File: src/rtl/monochrome_ctrl_pkg.sv
// Shared video definitions: monochrome mode encodings and the mode-apply FSM states.
package monochrome_ctrl_pkg;

    localparam logic [1:0] MODE_COLOUR = 2'b00;
    localparam logic [1:0] MODE_GREEN  = 2'b01;
    localparam logic [1:0] MODE_AMBER  = 2'b10;
    localparam logic [1:0] MODE_GREY   = 2'b11;

    typedef enum logic {
        ST_IDLE    = 1'b0,
        ST_PENDING = 1'b1
    } apply_state_t;

endpackage

File: src/rtl/monochrome_ctrl_button_debounce.sv
// Hotkey front end: 2-flop synchronizer, level debouncer and press (rising) pulse.
module button_debounce #(
    parameter int DBW = 16
) (
    input  logic clk,
    input  logic rst_n,
    input  logic key,
    output logic level,
    output logic press
);

    localparam logic [DBW-1:0] CNT_MAX = '1;

    logic           sync1;
    logic           sync2;
    logic           level_q;
    logic [DBW-1:0] cnt;

    always_ff @(posedge clk) begin
        if (!rst_n) begin
            sync1   <= 1'b0;
            sync2   <= 1'b0;
            level   <= 1'b0;
            level_q <= 1'b0;
            cnt     <= '0;
        end else begin
            sync1   <= key;
            sync2   <= sync1;
            level_q <= level;
            if (sync2 == level) begin
                cnt <= '0;
            end else if (cnt == CNT_MAX - 1'b1) begin
                // count reaches 2^DBW-1 on this differing cycle: accept the level
                level <= sync2;
                cnt   <= '0;
            end else begin
                cnt <= cnt + 1'b1;
            end
        end
    end

    assign press = level & ~level_q;

endmodule

File: src/rtl/monochrome_ctrl.sv
// Monochrome mode controller: key/CPU mode requests, applied only on vblank rising edges.
//   state      | meaning
//   ST_IDLE    | requested mode equals applied mode
//   ST_PENDING | request waiting for the next vblank rising edge
module monochrome_ctrl
    import monochrome_ctrl_pkg::*;
#(
    parameter int         DBW          = 16,
    parameter logic [1:0] DEFAULT_MODE = MODE_COLOUR
) (
    input  logic       clk,
    input  logic       rst_n,
    input  logic       key_cycle,
    input  logic       reg_we,
    input  logic [1:0] reg_din,
    input  logic       vblank,
    output logic [1:0] monochrome_selection,
    output logic [1:0] mode_req,
    output logic       pending
);

    apply_state_t state;
    logic         key_level;
    logic         key_press;
    logic         vblank_q;
    logic         vb_rise;
    logic [1:0]   req_next;
    logic [1:0]   sel_next;

    button_debounce #(.DBW(DBW)) u_key (
        .clk   (clk),
        .rst_n (rst_n),
        .key   (key_cycle),
        .level (key_level),
        .press (key_press)
    );

    assign vb_rise = vblank & ~vblank_q;

    // CPU write wins over a simultaneous key press
    always_comb begin
        req_next = mode_req;
        if (reg_we) begin
            req_next = reg_din;
        end else if (key_press) begin
            req_next = mode_req + 2'd1;
        end
    end

    // the load takes the pre-update request; a same-cycle update stays pending
    assign sel_next = (state == ST_PENDING && vb_rise) ? mode_req : monochrome_selection;

    always_ff @(posedge clk) begin
        if (!rst_n) begin
            state                <= ST_IDLE;
            pending              <= 1'b0;
            vblank_q             <= 1'b0;
            mode_req             <= DEFAULT_MODE;
            monochrome_selection <= DEFAULT_MODE;
        end else begin
            vblank_q             <= vblank;
            mode_req             <= req_next;
            monochrome_selection <= sel_next;
            case (state)
                ST_IDLE: begin
                    if (req_next != sel_next) begin
                        state   <= ST_PENDING;
                        pending <= 1'b1;
                    end
                end
                ST_PENDING: begin
                    if (req_next == sel_next) begin
                        state   <= ST_IDLE;
                        pending <= 1'b0;
                    end
                end
                default: begin
                    state   <= ST_IDLE;
                    pending <= 1'b0;
                end
            endcase
        end
    end

endmodule
File: config.mk
export PLATFORM = sky130hd
export DESIGN_NAME = monochrome_ctrl
export DESIGN_NICKNAME = d
export VERILOG_FILES = /design/src/rtl/monochrome_ctrl_pkg.sv /design/src/rtl/monochrome_ctrl_button_debounce.sv /design/src/rtl/monochrome_ctrl.sv
export SDC_FILE = /design/constraint.sdc
export NUM_CORES = 1
export LEC_CHECK = 0
export ABC_AREA = 1
export BUFFER_PORTS_ARGS = -buffer_cell sky130_fd_sc_hd__buf_2
export CAP_MARGIN = 20
export CORE_MARGIN = 8
export CORE_UTILIZATION = 50
export DETAILED_ROUTE_END_ITERATION = 8
export GPL_TIMING_DRIVEN = 0
export MAX_ROUTING_LAYER = met4
export PLACE_DENSITY = 0.83
export SLEW_MARGIN = 10
export SYNTH_ARGS = -nofsm -noshare
export SYNTH_HDL_FRONTEND = slang
export SYNTH_HIERARCHICAL = 1
export SYNTH_SLANG_ARGS = --single-unit
File: constraint.sdc
create_clock -name clk -period 1.7 [get_ports clk]
set_clock_uncertainty 0.05 [all_clocks]
set_input_delay 0.34 -clock clk [delete_from_list [all_inputs] [get_ports clk]]
set_output_delay 0.34 -clock clk [all_outputs]
set_load 0.02 [all_outputs]
==> summary.md <==
| Metric | Value |
|---|---|
| Final cell count without fillers | 234 |
| Placed Instances | 230 |
| Setup Slack @ Placement | -63.4 ps |
| CP most frequent cell | nand2_1 |
| Crit Reg-Reg Startpoint | u_key/level |
| Largest net degree at the start of global routing | 16 |
| Fin crit share | 0.961 |
| Met2 WL | 1.10 mm |
| First-pass GRT wire length | 3.99 mm |
| Filler cells | 245 |
| Max-cap violations | 0 |
| Metal3 WL | 23 um |
| Hold crit path type | primary input to flip-flop |
| Num CTS Buffers | 3 |
| Netlist Area Pre-Place | 1310 um2 |
| H-tree level count | 1 |
| Pre-antenna DRT Iters | 4 |
| Seq/Total Area, Yosys | 0.413 |
| Nets | 216 |
| Post-synth top cells | 56 x nand2_1, 36 x nor2_1, 27 x dfxtp_1 |
| PortBufs | 11 |
| Worst-path cell chain | inv_2 > nor2_4 > nand3_1 > nand2_1 > nand2_1 > nand2_1 > nand2_1 > nand2_1 > nand2_2 > ha_4 > nor2_1 > a21oi_1 > nor2_1 |
| Starting DRT DRC Count | 55 |
| Post-synthesis average cell area | 6.92 um2 |
| CTS tree | built |
| IO Count | 12 |
| Crit. Startpoint | u_key/level |
| Avg WL per Cell | 9.97 um |
| Area after DPL | 1400 um2 |
| Yosys top cell area share | 0.413 |
| Routed via count | 1122 |
| Worst Path Arrival | 1820 ps |
| Top Metal Used | met4 |
| Area occupied by multi-input gates | 692 um2 |
| Routed length on met1 | 1.16 mm |
| Leakage | 0.597 nW |
| Crit path time final | 1630 ps |
| Cell count along the critical path | 13 |
| Post-DP HPWL | 1.79 mm |
| Register area | 542 um2 |
| Maximum vdd ir drop | 0.750 mV |
| Top cells by area, synth | dfxtp_1 41%, nand2_1 16%, nor2_1 10% |
| Pwr dens | 713 nW/um2 |
| Final Hold Viols | 0 |
| WL final | 2.33 mm |
| Critical path startpoint category | flip-flop |
| Hold_buf cts | 0 |
| Die H | 67.2 um |
| Drt drc | 0 |
| Hold_sp | key_cycle |
| Fin worst setup slack | 65.8 ps |
| Design area | 1460 um2 |
| Number of synthesized flops with an enable pin | 0 |
| Crit path max-delay family | simple AND/OR/NAND/NOR gates |
| ANT cells | 0 |
| Yosys top cell by area | dfxtp_1 |
| Max frequency | 612 MHz |
| Mapped Cells | 189 |
| Syn_nets | 200 |
| Post-DRT Antenna Nets | 0 |
| Initial antenna violation count | 0 |
| Total GRT Usage | 0.114 |
| Worst-path clk slew | 130 ps |
| R2R cell count | 13 |
| Rel. slew slack | 0.760 |
| Largest stage delay on the critical path | 380 ps |
| Syn-to-layout area delta | 11.2% |
| Clk sinks | 27 |
| Routability congestion estimate from global placement | 0.788 |
| R2R setup slack | 70 ps |
| CP max FO | 4 |
| DIE AREA | 4510 um2 |
| CP Data Required Time | 1880 ps |
| Die Wd | 67.2 um |
| CTS Root Cell | clkbuf_4 |
| Core area | 2480 um2 |
| Dominant synthesized flop cell | dfxtp_1 |
| DR vias/cell | 4.79 |
| Initial Util | 0.528 |
| Post-synth ARST share | 0 |
| Crit. End Element | flip-flop |
| WHS | 130 ps |
| Flops & latches, synth | 27 |
| Final setup fails | 0 |
| Count of different cell masters after synthesis | 21 |
| Post-CTS Setup Bufs | 0 |
| Dominant cell by count in the synthesized netlist | nand2_1 |
| Worst-Margin Slew | 359 ps |
| Setup CP Type | flip-flop to flip-flop |
| Critical path buffer and inverter count | 1 |
| Global route overflow | 0 |
| Vias in the first global route | 976 |
| Row count | 18 |
| Outcome | finished, final reports clean |
| Clk buf depth | 2 |
| RSZ-0062 raised after global routing | yes |
| Synth warn | 6 |
| RR Endpoint | pending |
| Ratio of cells with drive above 1 in the final layout | 0.142 |
| Crit-path slowest cell | dfxtp_2 |
| Clock Latency Late Sink | 330 ps |
| Crit path to | pending |
| Max Slew Vio Count | 0 |
## worst register-to-register path, delay by kind of cell, from the launching register on
family / cells / cell delay, ps
AOI/OAI and AO/OA: 1 / 110
adders and majority gates: 1 / 270
buffers and inverters: 1 / 50
DFF: 1 / 380
and+or+nand+nor: 10 / 700
## per-stage QoR
step	power [mW]	TNS, ps	util
finish	1.04	0	0.587
global route	1.10	-81.6	0.587
CTS	1.04	0	0.578
detailed placement	0.774	-63.4	0.566
global placement	0.770	-37.6	0.566
floorplan	0.741	0	-
## cells by family (layout without fill, tap and decap cells)
kind of cell | after synthesis | after routing | synth area share
fa+ha+maj | 4 | 4 | 0.0382
buf+inv | 25 | 40 | 0.0774
flops | 27 | 27 | 0.413
compound gates | 8 | 8 | 0.0392
xor+xnor | 7 | 7 | 0.0468
simple gates | 118 | 118 | 0.385
## placed cells by master, fill, tap and decap left out, drive strengths merged
cell type,count
inv,24
nand2,59
nor2,38
dfxtp,27
nand3,11
clkbuf,3
or2,2
nor3,1
nand3b,1
buf,12
clkinv,1
xnor2,3
xor2,4
o21ai,3
ha,4
a21oi,5
nand4,6
## flip-flops by register name, indices dropped and copies added (netlist names)
signal,flops
state,1
mode_req,2
u_key/sync2,1
vblank_q,1
u_key/level,1
u_key/level_q,1
u_key/cnt,16
pending,1
monochrome_selection,2
u_key/sync1,1
## what timing repair did
item                                    CTS  global route
endpoints found under the setup margin    1             2
resized for setup                         2             5
pin swaps                                 0             7
hold endpoints to repair                  0             0
gates cloned                              0             0
## routing by layer
layer,up-vias,track usage
li1,613,-
met1,494,0.136
met2,10,0.182
met3,5,0.00993
met4,0,0.0705
met5,-,-
## how the worst min path moves through the flow
| stage | end | cells after the start | slack (ps) |
|---|---|---|---|
| finish | u_key/sync1 | 3 | 130 |
| global route | u_key/sync1 | 3 | 120 |
| floorplan | u_key/sync2 | 2 | 340 |
| global placement | u_key/sync2 | 2 | 340 |
| CTS | u_key/sync1 | 3 | 120 |
| detailed placement | u_key/sync2 | 2 | 380 |
## final cells by class
type | instances | area share
buffer | 1 | 0.00774
clock buffer | 3 | 0.0155
inverter | 24 | 0.0619
sequential | 27 | 0.372
timing repair buffer | 11 | 0.0378
tap | 30 | 0.0258
clock inverter | 1 | 0.00344
multi-input combinational | 137 | 0.475
## where the power goes
| part | internal, mW | switching [mW] |
|---|---|---|
| sequential | 0.649 | 0.0139 |
| combinational | 0.0421 | 0.0634 |
| clock | 0.0884 | 0.180 |
| total | 0.780 | 0.257 |
Power figures use the tool's default switching activity.
